<file path="src/rtl/cpu_mem_dumper.sv">
// Streams a range of the CPU's synchronous-read memory out over valid/ready,
// one word every REQ -> WAIT -> SEND pass, tagging each word with its address.
module cpu_mem_dumper #(
  parameter int DATA_W = 16,
  parameter int ADDR_W = 5
) (
  input  logic              cpuClk,
  input  logic              cpuRst,
  input  logic              start,
  input  logic              abort,
  input  logic [ADDR_W-1:0] startAddr,
  input  logic [ADDR_W-1:0] count,
  input  logic              wm,
  output logic              memRdEn,
  output logic [ADDR_W-1:0] memAddr,
  input  logic [DATA_W-1:0] memRdata,
  output logic              dumpValid,
  input  logic              dumpReady,
  output logic [ADDR_W-1:0] dumpAddr,
  output logic [DATA_W-1:0] dumpData,
  output logic              busy,
  output logic              done
);

  typedef enum logic [2:0] {
    S_IDLE,
    S_REQ,
    S_WAIT,
    S_SEND,
    S_DONE
  } state_e;

  // count==0 encodes a full sweep, so rem needs one bit more than an address.
  localparam logic [ADDR_W:0]   REM_FULL = {1'b1, {ADDR_W{1'b0}}};
  localparam logic [ADDR_W:0]   REM_ONE  = {{ADDR_W{1'b0}}, 1'b1};
  localparam logic [ADDR_W-1:0] ADDR_ONE = {{(ADDR_W-1){1'b0}}, 1'b1};

  state_e              state_q, state_d;
  logic [ADDR_W-1:0]   cur_q, cur_d;
  logic [ADDR_W:0]     rem_q, rem_d;
  logic [ADDR_W-1:0]   dump_addr_q, dump_addr_d;
  logic [DATA_W-1:0]   dump_data_q, dump_data_d;
  logic                mem_rd_en;

  always_comb begin
    // NOTE: every signal gets a default before the case so no path leaves one
    // unassigned, which would otherwise infer a latch.
    state_d     = state_q;
    cur_d       = cur_q;
    rem_d       = rem_q;
    dump_addr_d = dump_addr_q;
    dump_data_d = dump_data_q;
    mem_rd_en   = 1'b0;

    if (abort && state_q != S_IDLE) begin
      // Abort outranks a same-cycle handshake: the pending word is dropped.
      state_d = S_IDLE;
    end else begin
      case (state_q)
        S_IDLE: begin
          if (start) begin
            cur_d   = startAddr;
            rem_d   = (count == '0) ? REM_FULL : {1'b0, count};
            state_d = S_REQ;
          end
        end
        S_REQ: begin
          if (!wm) begin
            mem_rd_en = 1'b1;
            state_d   = S_WAIT;
          end
        end
        S_WAIT: begin
          dump_data_d = memRdata;
          dump_addr_d = cur_q;
          state_d     = S_SEND;
        end
        S_SEND: begin
          if (dumpReady) begin
            rem_d   = rem_q - REM_ONE;
            cur_d   = cur_q + ADDR_ONE;
            state_d = (rem_q > REM_ONE) ? S_REQ : S_DONE;
          end
        end
        S_DONE:  state_d = S_IDLE;
        default: state_d = S_IDLE;
      endcase
    end
  end

  // NOTE: state registers use non-blocking assignments so every flop samples
  // the pre-edge values regardless of statement order.
  always_ff @(posedge cpuClk or negedge cpuRst) begin
    if (!cpuRst) begin
      state_q     <= S_IDLE;
      cur_q       <= '0;
      rem_q       <= '0;
      dump_addr_q <= '0;
      dump_data_q <= '0;
    end else begin
      state_q     <= state_d;
      cur_q       <= cur_d;
      rem_q       <= rem_d;
      dump_addr_q <= dump_addr_d;
      dump_data_q <= dump_data_d;
    end
  end

  assign memRdEn   = mem_rd_en;
  assign memAddr   = cur_q;
  assign dumpValid = (state_q == S_SEND);
  assign dumpAddr  = dump_addr_q;
  assign dumpData  = dump_data_q;
  assign busy      = (state_q != S_IDLE);
  assign done      = (state_q == S_DONE);

endmodule

</file>
<file path="config.mk">
export PLATFORM = sky130hd
export DESIGN_NAME = cpu_mem_dumper
export DESIGN_NICKNAME = d
export VERILOG_FILES = /design/src/rtl/cpu_mem_dumper.sv
export SDC_FILE = /design/constraint.sdc
export NUM_CORES = 1
export LEC_CHECK = 0
export ABC_AREA = 1
export BUFFER_PORTS_ARGS = -buffer_cell sky130_fd_sc_hd__buf_2
export CORE_MARGIN = 2
export CORE_UTILIZATION = 38
export CTS_CLUSTER_DIAMETER = 60
export DETAILED_ROUTE_END_ITERATION = 16
export MAX_ROUTING_LAYER = met4
export PLACE_DENSITY = 0.65
export RECOVER_POWER = 100
export REMOVE_ABC_BUFFERS = 1
export SLEW_MARGIN = 20
export SYNTH_ARGS = -nofsm -noshare
export SYNTH_HDL_FRONTEND = slang
export SYNTH_SLANG_ARGS = --single-unit
</file>
<file path="constraint.sdc">
create_clock -name cpuClk -period 1.2 [get_ports cpuClk]
set_input_delay 0.24 -clock cpuClk [delete_from_list [all_inputs] [get_ports cpuClk]]
set_output_delay 0.24 -clock cpuClk [all_outputs]
set_load 0.03 [all_outputs]
</file>
==> impl_summary.log <==
[metrics] number of buffers inserted during clock tree synthesis: 5
[metrics] flop and latch count out of synthesis: 35
[metrics] area growth from synthesis to layout: 58.0%
[metrics] WP data arrival: 1.27 ns
[metrics] global placer's final weighted congestion: 0.811
[metrics] worst clock skew: 0.00962 ns
[metrics] Slew Limit Headroom: 67.4%
[metrics] fin cells: 356
[metrics] area of the die: 5280 sq um
[metrics] Ys Warns: 0
[metrics] final critical-path share of the clock period: 125%
[metrics] first-pass GRT wire length: 7900 um
[metrics] post-layout utilization of the core: 63.7%
[metrics] Tightest Pin Transition: 0.489 ns
[metrics] number of instances in the placed design: 328
[metrics] type of the tightest min-delay check: in2reg
[metrics] count of boundary I/O pins: 62
[metrics] reported leakage power: 1.49 nW
[metrics] violations in the final reports: setup timing
[metrics] commonest non-fill, non-tap cells in the layout: 71 x nand2_1, 32 x buf_2, 31 x dfrtp_1
[metrics] final setup violation count: 39
[metrics] Main synth FF type: dfrtp_1
[metrics] unique cell type count in the Yosys netlist: 24
[metrics] leading cell type in the layout, fill and taps excluded: nand2_1
[metrics] fraction of layout instances using a drive strength above 1: 51.6%
[metrics] number of antenna violations at the first check in global routing: 0
[metrics] TritonCTS clock tree: built
[metrics] CTS sink count: 35
[metrics] residual antenna-violating net count after detailed routing: 0
[metrics] area taken by flip-flops and latches: 881 sq um
[metrics] vias in the first global route: 1680
[metrics] outcome: finished with violations
[metrics] clock-pin transition on the worst setup and hold timing paths: 0.08 ns
[metrics] number of iterations in the first detailed-routing pass: 7
[metrics] CTS HTree Levels: 2
[metrics] chip height: 72.6 um
[metrics] DRC viols: 0
[metrics] setup ws final: -0.305 ns
[metrics] maximum resistive drop on vdd: 1.14 mV
[metrics] critical path launch point type: flip-flop
[metrics] Worst EP required: 0.96 ns
[metrics] count of fill cells added during filler insertion: 391
[metrics] post-synthesis cell count: 202
[metrics] remaining global-route overflow: 0
[metrics] final hold violation count: 0
[metrics] row count: 24
[metrics] total detailed-routing wirelength: 4730 um
[metrics] Worst Path Max Fanout: 4
[metrics] RSZ-0062 raised after global routing: true
[metrics] Max Slew Vio Count: 0
[metrics] MaxCap Viol Count: 0
[metrics] Core Footprint: 4440 sq um
[metrics] clock network latency to the later pin of the worst-skew pair: 0.30 ns
[metrics] power density relative to cell area: 2630 nW/um^2
[metrics] dpl hpwl: 3020 um
[metrics] Initial Utilization: 40.3%
[metrics] EDFF count, synth: 0
[metrics] number of vias after detailed routing: 1678
[metrics] critical path start-end classification: reg2out
[metrics] final routed wire length divided by cell count: 13.3 um
[metrics] nets@finish: 338
[metrics] maximum clock path buffer count: 2
[metrics] total area of multi-input combinational cells: 933 sq um
[metrics] share of synthesized registers carrying an async set or reset: 100%
[metrics] Port-buffer cells: 61
[metrics] capturing element type of the critical path: output port
[metrics] maximum number of pins on one net before global-route repair: 36
[metrics] number of diodes added for antenna fixing: 0
[metrics] root buffer selected by CTS: clkbuf_8
[metrics] chip width: 72.6 um
[metrics] netlist area before placement: 1790 sq um
[metrics] Iter 0 DRT Violations: 71
[metrics] average cell area after synthesis: 8.86 sq um
[metrics] upper clock frequency limit: 664 MHz
[metrics] post-detailed-route via-to-cell ratio: 4.71
[metrics] fraction of the yosys area taken by sequential cells: 48.9%
[metrics] final period demand of the worst path: 1.51 ns
[metrics] combined global-route utilization of all metal layers: 20.2%
-- through the flow --
step	total power, W	cell area, sq um	setup WS [ns]	hold slack, ns	TNS [ns]
floorplan	0.00437	1750	-0.299	-0.0556	-8.37
global placement	0.00550	2280	-0.199	0.216	-4.17
detailed placement	0.00557	2280	-0.239	0.216	-4.64
CTS	0.00728	2730	-0.330	0.143	-7.58
global route	0.00797	2830	-0.353	0.159	-9.93
finish	0.00745	2830	-0.305	0.168	-7.25
-- synthesized netlist by cell type, types with 2 or more instances --
cell type | number | area share (%)
nand2_1 | 78 | 16
nor3_1 | 4 | 1.1
nand3_2 | 2 | 1.1
ha_1 | 3 | 2.1
buf_2 | 2 | 0.56
nand3b_1 | 2 | 0.84
nand3_1 | 10 | 2.8
o21ai_0 | 8 | 2.2
buf_6 | 3 | 1.9
inv_1 | 12 | 2.5
mux2_2 | 18 | 11
nor2_4 | 2 | 1.3
dfrtp_1 | 35 | 49
nor2_1 | 13 | 2.7
-- kinds of logic after synthesis --
| group | synth area share (%) |
|---|---|
| AOI/OAI and AO/OA | 3.84 |
| adders and majority gates | 2.10 |
| buffers and inverters | 4.96 |
| DFF | 48.9 |
| muxes | 11.9 |
| and+or+nand+nor | 28.2 |
-- flip-flops by register name, indices dropped and copies added, names as in the netlist --
| name | count |
|---|---|
| memAddr | 5 |
| state_q | 3 |
| dumpData | 16 |
| rem_q | 6 |
| dumpAddr | 5 |
-- area by class of cell --
type	instances	area share, %
multi-input cells	150	33.0
inverters	12	1.68
flip-flops and latches	35	31.1
clock buffers	6	2.92
clock inverters	2	0.575
repair buffers	99	28.4
well taps	52	2.30
-- report_power, final --
part | leakage (nW) | switching (W) | total, W | internal (W)
Clock | 0.0474 | 0.000459 | 0.000928 | 0.000468
Combinational | 1.01 | 0.00248 | 0.00439 | 0.00191
Sequential | 0.428 | 0.000388 | 0.00213 | 0.00174
Total | 1.49 | 0.00333 | 0.00745 | 0.00412
-- routing by layer --
| layer | up-vias | wire length, um | global-route usage [%] |
|---|---|---|---|
| li1 | 860 | - | - |
| met1 | 772 | 2080 | 24.9 |
| met2 | 41 | 2400 | 33.7 |
| met3 | 5 | 178 | 3.87 |
| met4 | 0 | 74 | 6.17 |
| met5 | - | 0 | - |
-- what timing repair did --
| item | 4_1_cts | 5_1_grt |
|---|---|---|
| endpoints found under the hold margin | 35 | 0 |
| setup buffers | 10 | 5 |
| cloned | 3 | 1 |
| resized for setup | 52 | 21 |
| hold buffers | 1 | 0 |
| setup endpoints to repair | 42 | 43 |
| pin swaps | 7 | 7 |
-- worst paths after layout --
check,end,cells after the start,start,slack (ns)
max in group asynchronous,state_q[2]$_DFFE_PN0P_,3,cpuRst,0.28
hold / removal,dumpData[12]$_DFFE_PN0P_,2,memRdata[12],0.17
setup / recovery,busy,5,state_q[1]$_DFFE_PN0P_,-0.31
hold reg to reg,dumpAddr[3]$_DFFE_PN0P_,2,dumpAddr[3]$_DFFE_PN0P_,0.49
setup reg to reg,memAddr[1]$_DFFE_PN0P_,10,state_q[1]$_DFFE_PN0P_,-0.21
min in group asynchronous,dumpData[0]$_DFFE_PN0P_,3,cpuRst,0.55
-- worst max-delay path: stages, from the launching register on --
cell and delay, ns:
dfrtp_2 0.44, buf_6 0.13, nor2_4 0.08, nand2_2 0.07
buf_6 0.12, buf_6 0.13
Power figures use the tool's default switching activity.
